--- src/rtl/neo_pixel_decoder.sv ---
// NeoPixel (WS2812-style) one-wire receiver: decodes the serial stream into indexed 24-bit {G,R,B} words.
// Optional: define NEO_RX_GLITCH_FILTER_EN to drop high pulses shorter than MIN_HIGH.
`timescale 1ns/1ps
module neo_pixel_decoder #(
    parameter int NUM_PIXELS = 5,
    parameter int BIT_THRESH = 26,
    parameter int MAX_HIGH   = 50,
    parameter int MIN_HIGH   = 8,
    parameter int RESET_LOW  = 2500
) (
    input  logic        clock,
    input  logic        reset_n,
    input  logic        neo_in,
    output logic [23:0] pixel_data,
    output logic [2:0]  pixel_index,
    output logic        pixel_valid,
    output logic        frame_done,
    output logic [3:0]  pixel_count,
    output logic        error
);

    localparam logic [1:0] ST_WAIT_GAP = 2'd0;
    localparam logic [1:0] ST_READY    = 2'd1;
    localparam logic [1:0] ST_HIGH     = 2'd2;
    localparam logic [1:0] ST_LOW      = 2'd3;

    // High counter must hold both its saturation value and the glitch threshold it is compared to.
    localparam int HC_TOP = (MAX_HIGH + 1 > MIN_HIGH) ? MAX_HIGH + 1 : MIN_HIGH;
    localparam int HC_W   = $clog2(HC_TOP + 1);
    localparam int LC_W   = $clog2(RESET_LOW + 1);

    logic             sync1_q, s_in_q, s_prev_q;
    logic [1:0]       state_q, state_d;
    logic [HC_W-1:0]  high_q, high_d;
    logic [LC_W-1:0]  low_q, low_d;
    logic [23:0]      shift_q, shift_d;
    logic [4:0]       bit_q, bit_d;
    logic [3:0]       pix_q, pix_d;
    logic [23:0]      pixel_data_q, pixel_data_d;
    logic [2:0]       pixel_index_q, pixel_index_d;
    logic [3:0]       pixel_count_q, pixel_count_d;
    logic             pixel_valid_q, pixel_valid_d;
    logic             frame_done_q, frame_done_d;
    logic             error_q, error_d;
    logic             rise, fall, bit_val, glitch;

    assign rise = s_in_q & ~s_prev_q;
    assign fall = ~s_in_q & s_prev_q;

    always_comb begin
        state_d       = state_q;
        high_d        = high_q;
        low_d         = low_q;
        shift_d       = shift_q;
        bit_d         = bit_q;
        pix_d         = pix_q;
        pixel_data_d  = pixel_data_q;
        pixel_index_d = pixel_index_q;
        pixel_count_d = pixel_count_q;
        pixel_valid_d = 1'b0;
        frame_done_d  = 1'b0;
        error_d       = 1'b0;
        bit_val       = 1'b0;
        glitch        = 1'b0;
        case (state_q)
            ST_WAIT_GAP: begin
                if (s_in_q) begin
                    low_d = '0;
                end else if (low_q >= LC_W'(RESET_LOW - 1)) begin
                    low_d   = LC_W'(RESET_LOW);
                    state_d = ST_READY;
                end else begin
                    low_d = low_q + 1'b1;
                end
            end
            ST_READY: begin
                if (rise) begin
                    state_d = ST_HIGH;
                    high_d  = HC_W'(1);
                end
            end
            ST_HIGH: begin
                if (high_q > HC_W'(MAX_HIGH)) begin
                    // Overlong pulse: abandon the frame and resynchronise on the next gap.
                    error_d = 1'b1;
                    state_d = ST_WAIT_GAP;
                    low_d   = '0;
                    bit_d   = '0;
                    pix_d   = '0;
                end else if (fall) begin
`ifdef NEO_RX_GLITCH_FILTER_EN
                    glitch = (high_q < HC_W'(MIN_HIGH));
`endif
                    state_d = ST_LOW;
                    low_d   = LC_W'(1);
                    if (!glitch) begin
                        bit_val = (high_q >= HC_W'(BIT_THRESH));
                        shift_d = {shift_q[22:0], bit_val};
                        if (bit_q == 5'd23) begin
                            bit_d = '0;
                            if (pix_q < 4'(NUM_PIXELS)) begin
                                pixel_data_d  = {shift_q[22:0], bit_val};
                                pixel_index_d = pix_q[2:0];
                                pixel_valid_d = 1'b1;
                                pix_d         = pix_q + 4'd1;
                            end else begin
                                error_d = 1'b1;
                            end
                        end else begin
                            bit_d = bit_q + 5'd1;
                        end
                    end
                end else begin
                    high_d = high_q + 1'b1;
                end
            end
            ST_LOW: begin
                if (rise) begin
                    state_d = ST_HIGH;
                    high_d  = HC_W'(1);
                end else if (low_q >= LC_W'(RESET_LOW - 1)) begin
                    low_d         = LC_W'(RESET_LOW);
                    state_d       = ST_READY;
                    frame_done_d  = 1'b1;
                    pixel_count_d = pix_q;
                    error_d       = (bit_q != 5'd0);
                    bit_d         = '0;
                    pix_d         = '0;
                end else begin
                    low_d = low_q + 1'b1;
                end
            end
            default: state_d = ST_WAIT_GAP;
        endcase
    end

    always_ff @(posedge clock or negedge reset_n) begin
        if (!reset_n) begin
            sync1_q       <= 1'b0;
            s_in_q        <= 1'b0;
            s_prev_q      <= 1'b0;
            state_q       <= ST_WAIT_GAP;
            high_q        <= '0;
            low_q         <= '0;
            shift_q       <= '0;
            bit_q         <= '0;
            pix_q         <= '0;
            pixel_data_q  <= '0;
            pixel_index_q <= '0;
            pixel_count_q <= '0;
            pixel_valid_q <= 1'b0;
            frame_done_q  <= 1'b0;
            error_q       <= 1'b0;
        end else begin
            sync1_q       <= neo_in;
            s_in_q        <= sync1_q;
            s_prev_q      <= s_in_q;
            state_q       <= state_d;
            high_q        <= high_d;
            low_q         <= low_d;
            shift_q       <= shift_d;
            bit_q         <= bit_d;
            pix_q         <= pix_d;
            pixel_data_q  <= pixel_data_d;
            pixel_index_q <= pixel_index_d;
            pixel_count_q <= pixel_count_d;
            pixel_valid_q <= pixel_valid_d;
            frame_done_q  <= frame_done_d;
            error_q       <= error_d;
        end
    end

    assign pixel_data  = pixel_data_q;
    assign pixel_index = pixel_index_q;
    assign pixel_count = pixel_count_q;
    assign pixel_valid = pixel_valid_q;
    assign frame_done  = frame_done_q;
    assign error       = error_q;

endmodule

--- config.mk ---
export PLATFORM = sky130hd
export DESIGN_NAME = neo_pixel_decoder
export DESIGN_NICKNAME = d
export VERILOG_FILES = /design/src/rtl/neo_pixel_decoder.sv
export SDC_FILE = /design/constraint.sdc
export NUM_CORES = 1
export LEC_CHECK = 0
export ABC_AREA = 0
export BUFFER_PORTS_ARGS = -buffer_cell sky130_fd_sc_hd__buf_2
export CAP_MARGIN = 10
export CORE_UTILIZATION = 37
export CTS_CLUSTER_SIZE = 20
export DETAILED_ROUTE_END_ITERATION = 16
export GPL_TIMING_DRIVEN = 0
export PLACE_DENSITY = 0.57
export SETUP_SLACK_MARGIN = 0.15
export SYNTH_ARGS = -nofsm -noshare
export SYNTH_HDL_FRONTEND = slang
export SYNTH_SLANG_ARGS = --single-unit
--- constraint.sdc ---
create_clock -name clock -period 3.1 [get_ports clock]
set_clock_uncertainty 0.2 [all_clocks]
set_input_delay 0.155 -clock clock [delete_from_list [all_inputs] [get_ports clock]]
set_output_delay 0.155 -clock clock [all_outputs]
set_load 0.005 [all_outputs]
# Yosys cells after proc, flatten, opt, wreduce, memory -nomap -nowiden
# Cells that the tools add are included.
dict set report totals {
  word_cells 102
  input_bits 3
  register_bits 89
}
dict set report op_classes {
  mux 45
  n_addsub 4
  n_eq_ne 14
  n_bitwise 6
  magnitude_cmp 4
  n_reduce_logical 14
}
# op count
set ops {}
lappend ops {{2-to-1 mux 12 bit} 5}
lappend ops {{case mux 12 bit (3 select lines)} 1}
lappend ops {{2-to-1 mux 5 bit} 5}
lappend ops {{2-to-1 mux 4 bit} 6}
lappend ops {{2-to-1 mux 6 bit} 3}
lappend ops {{2-to-1 mux 1 bit} 14}
lappend ops {{adder 12 x 1 -> 12 bit, second input constant} 1}
lappend ops {{>= comparator 12 bit, second input constant} 1}
lappend ops {{2-to-1 mux 2 bit} 6}
lappend ops {{inequality test 2 bit, second input constant} 6}
lappend ops {{case mux 6 bit (2 select lines)} 1}
lappend ops {{AND reduction 3 bit} 4}
lappend ops {{case mux 5 bit (2 select lines)} 1}
lappend ops {{inequality test 3 bit, second input constant} 3}
lappend ops {{case mux 2 bit (4 select lines)} 1}
lappend ops {{case mux 4 bit (2 select lines)} 1}
lappend ops {{AND reduction 4 bit} 2}
lappend ops {{adder 6 x 1 -> 6 bit, second input constant} 1}
lappend ops {{>= comparator 6 x 5 -> 1 bit, second input constant} 1}
lappend ops {{greater-than comparator 6 bit, second input constant} 1}
lappend ops {{AND reduction 6 bit} 1}
lappend ops {{adder 5 x 1 -> 5 bit, second input constant} 1}
lappend ops {{== test 5 bit, second input constant} 1}
lappend ops {{AND reduction 5 bit} 1}
lappend ops {{13 further kinds} 19}

# Depth between registers and ports, before layout
dict set report logic_depth {
  ltp_word 6
  depth_mapped 11
  ltp_nobuf 8
}

# Worst setup path before layout
# Ideal clock, no wire load.
dict set report synth_timing {
  path_kind {register to register}
  start {register high_q[0]}
  end {register low_q[3]}
  synth_period_minus_slack_ns 2.469
  setup_ns 0.092
  required_ns 2.808
  n_path_buf 3
  arrival_time_ns 2.177
  setup_slack_ns 0.631
  stages_incl_launch_ff 12
  path_cell_list {dfrtp_1 -> inv_1 -> ha_1 -> and2b_1 -> o311a_1 -> buf_6 -> nor3_1 -> or3_1 -> buf_2 -> or2_1 -> buf_6 -> o31ai_2}
}
dict set report synth_via {
  elab_chain_cells 3
  word_cells_on_any_way 5
  classes_between {1 x order compare; 1 x eq/ne; 2 x mux; 1 x reduce/logical}
}
# item line
set synth_rtl {}
lappend synth_rtl {{from (decl)} 34} ;# logic [HC_W-1:0] high_q, high_d;
lappend synth_rtl {{from (signal assigned)} 159} ;# high_q <= high_d;
lappend synth_rtl {{greater-than comparator 6 bit (*)} 83} ;# if (high_q > HC_W'(MAX_HIGH)) begin
lappend synth_rtl {{inequality test 3 bit (no source line) / 2-to-1 mux 12 bit (equally long branches)} n/a}
lappend synth_rtl {{AND reduction 3 bit (no source line) / case mux 12 bit (3 select lines) (equally long branches)} n/a}
lappend synth_rtl {{to (signal assigned)} 160} ;# low_q <= low_d;
lappend synth_rtl {{to (decl)} 35} ;# logic [LC_W-1:0] low_q, low_d;
# Mark *: on every way between the ends. The rest lies on a longest branch, timed or not.
# A chain may end at the register's enable or synchronous reset.

# Final worst setup path
dict set report layout_timing {
  start {register high_q[0]}
  end {register pixel_data_q[15], in the netlist pixel_data[15]}
}
dict set report layout_via {
  elab_chain_cells 3
}
# item line
set layout_rtl {}
lappend layout_rtl {{greater-than comparator 6 bit} 83}
lappend layout_rtl {{inverter 1 bit (no source line)} n/a}
lappend layout_rtl {{AND reduction 5 bit (no source line)} n/a}
lappend layout_rtl {{to (signal assigned)} 164} ;# pixel_data_q <= pixel_data_d;
lappend layout_rtl {{to (decl)} 39} ;# logic [23:0] pixel_data_q, pixel_data_d;
# Every way passes these cells.

==> impl_metrics.ini <==
[outcome]
run_status = completed

[timing]
fmax_ghz = 0.366
slew_violations = 0
min_period_ns = 2.73
hold_viol = 0
fin_crit_sh_pct = 88.1
relSlewSlack_pct = 51.0
worstMarginPinSlew_ns = 0.726
setup_violations = 0
tns_ns = 0
hold_slack_ns = 0.0897
grt_setup_unrepaired = no

[global_routing]
grt_pass1_wl_um = 13100
grt.total_usage_pct = 14.8
antenna_found_initial = 0
overflow = 0
first_global_vias = 2706
grt_max_degree = 52

[synth]
synthCells = 370
ys_seq_area_share_pct = 56.8
synthArstFlopShare_pct = 100
syn_avg_cell_area_um2 = 10.6
ys_warn_count = 0
syn_nets = 380
synth_ff_type = dfrtp_1
synth-seq-cells = 89
synth_top_area_cell = dfrtp_1
syn-cell-area_mm2 = 0.00392
ys_top_cells_by_area = dfrtp_1 57%, nand2_1 8.6%, mux2_1 6.9%
ys_types = 48
synth_top_cell_area_share_pct = 56.8
synth_edf_count = 0

[pwr]
total_power_uw = 2050
vdd_drop_max_v = 0.000196
leakagePower_uw = 0.00240
power_density_mw_per_mm2 = 452

[die]
pin_count = 37
rows = 37
core-area_mm2 = 0.0103
die_w_um = 105
start_util_pct = 38.0
die-area_mm2 = 0.0110
die_h_um = 105

[clock_network]
cts_made_buffers = 9
clockRootBuffer = clkbuf_8
clock-sinks = 89
clk_pin_slew_worst_paths_ns = 0.10
tritoncts = yes
clockBufferDepth = 2
clkLatencyLatePin_ns = 0.36
h-tree-depth = 3
post-cts-setup-buffer-count = 0
cts_resized = 0
cts_hold_buffers = 2

[placement]
hpwl_um = 5110
place_area_mm2 = 0.00430
port_buffers = 36
dp_cells = 543
routabilityCongestion = 0.789

[run]
drv_cap = 0

[layout]
area_delta_synth_final_pct = 15.4
nFillCells = 1001
fin_area_mm2 = 0.00453
final-instance-count-excl-fill = 561
drive_gt1_share_pct = 17.2
nets = 430
register_area_mm2 = 0.00223
multi_input_area_mm2 = 0.00157
antennaDiodeCount = 0

[route]
ant_nets = 0
vias_per_cell = 5.03
first_pass_iters = 4
wire_per_inst_um = 13.4
routed_wl_um = 7500
drtIter0Drc = 130
vias = 2821
drc = 0

[critical_path]
path_max_fanout = 10
cp-start-kind = flop
worst_ep_arrival_time_ns = 2.77
end_kind = flop
critPathKind = flop to flop
worstPathRequired_ns = 3.14

[hold_path]
hp-class = primary input to async pin
==> report_power, final <==
group          internal, uW  switching (uW)  leakage, uW
sequential             1160            5.78      0.00123
combinational          16.1            36.3      0.00106
clock                   385             439    0.0000990
==> cells in the final DEF (no fill, tap or decap), types with 3 or more instances in the layout <==
cell	count
a21oi_1	10
a31oi_1	7
and2_1	3
and3_1	6
buf_2	41
clkbuf_1	9
clkbuf_8	9
dfrtp_1	89
ha_1	7
inv_1	12
mux2_1	24
mux2_2	4
mux2i_1	3
nand2_1	90
nand2b_1	3
nand3_1	10
nor2_1	13
nor3_1	6
o21ai_0	13
o21ai_1	11
o22a_1	5
o31ai_1	4
o31ai_2	5
==> synth_stat cells, types with 7 or more instances <==
| library cell | number |
|---|---|
| nand2_1 | 90 |
| nor2_1 | 13 |
| inv_1 | 12 |
| mux2_1 | 24 |
| a21oi_1 | 10 |
| o21ai_1 | 11 |
| dfrtp_1 | 89 |
| o21ai_0 | 13 |
| nand3_1 | 10 |
| ha_1 | 7 |
| clkbuf_1 | 8 |
| a31oi_1 | 7 |
==> worst max-delay path: stages (launching register included) <==
cell	delay (ns)
dfrtp_1	0.43
inv_1	0.07
ha_1	0.13
and2b_1	0.18
o311a_1	0.30
buf_6	0.15
nor3_4	0.38
nand2_1	0.18
buf_2	0.25
mux2_1	0.34
==> final timing paths <==
| kind | cells past startpoint | slack (ns) | to | from |
|---|---|---|---|---|
| max reg2reg | 9 | 0.37 | pixel_data[15] | high_q[0] |
| min reg2reg | 0 | 0.16 | s_in_q | sync1_q |
| max | 9 | 0.37 | pixel_data[15] | high_q[0] |
| max in group asynchronous | 3 | 1.98 | low_q[11] | reset_n |
| min in group clock | 0 | 0.16 | s_in_q | sync1_q |
| min | 2 | 0.09 | pixel_data[8] | reset_n |
==> cell families (layout without fill, tap and decap cells) <==
| logic type | Yosys count | count (layout) | synth area share [%] |
|---|---|---|---|
| adders and majority gates | 7 | 7 | 2.23 |
| muxes | 31 | 31 | 8.80 |
| AOI/OAI and AO/OA | 66 | 66 | 11.5 |
| buffers and inverters | 28 | 83 | 3.25 |
| and+or+nand+nor | 147 | 147 | 17.0 |
| DFF | 89 | 89 | 56.8 |
| xor gates and xnor gates | 2 | 2 | 0.447 |
==> area by class of cell <==
type                    count  share of cell area, %
repair buffers             39                   5.09
inverters                  12                  0.995
well taps                 136                   3.76
multi-input cells         253                   34.6
clock inverters             6                   1.66
flip-flops and latches     89                   49.2
plain buffers              16                   1.82
clock buffers              10                   2.82
==> per-stage QoR <==
step / util, % / setup WS (ns)
floorplan: - / 0.631
global route: 43.8 / 0.214
CTS: 43.8 / 0.335
detailed placement: 41.7 / 0.340
finish: 43.8 / 0.369
global placement: 41.4 / 0.361
==> sequential cells by signal (all words and copies together) (netlist names) <==
register / count
s_in_q: 1
low_q: 12
state_q: 2
sync1_q: 1
error: 1
high_q: 6
shift_q: 23
pixel_valid: 1
s_prev_q: 1
pixel_count: 4
pixel_index: 3
bit_q: 5
pixel_data: 24
pix_q: 4
frame_done: 1
==> metal layers <==
layer  routed length [um]  GRT usage, %
met4                  116          5.43
met2                 3390          21.9
met5                    0             0
met1                 3740          21.3
met3                  252          2.99
Note: power is estimated with default switching activity, not from simulation.
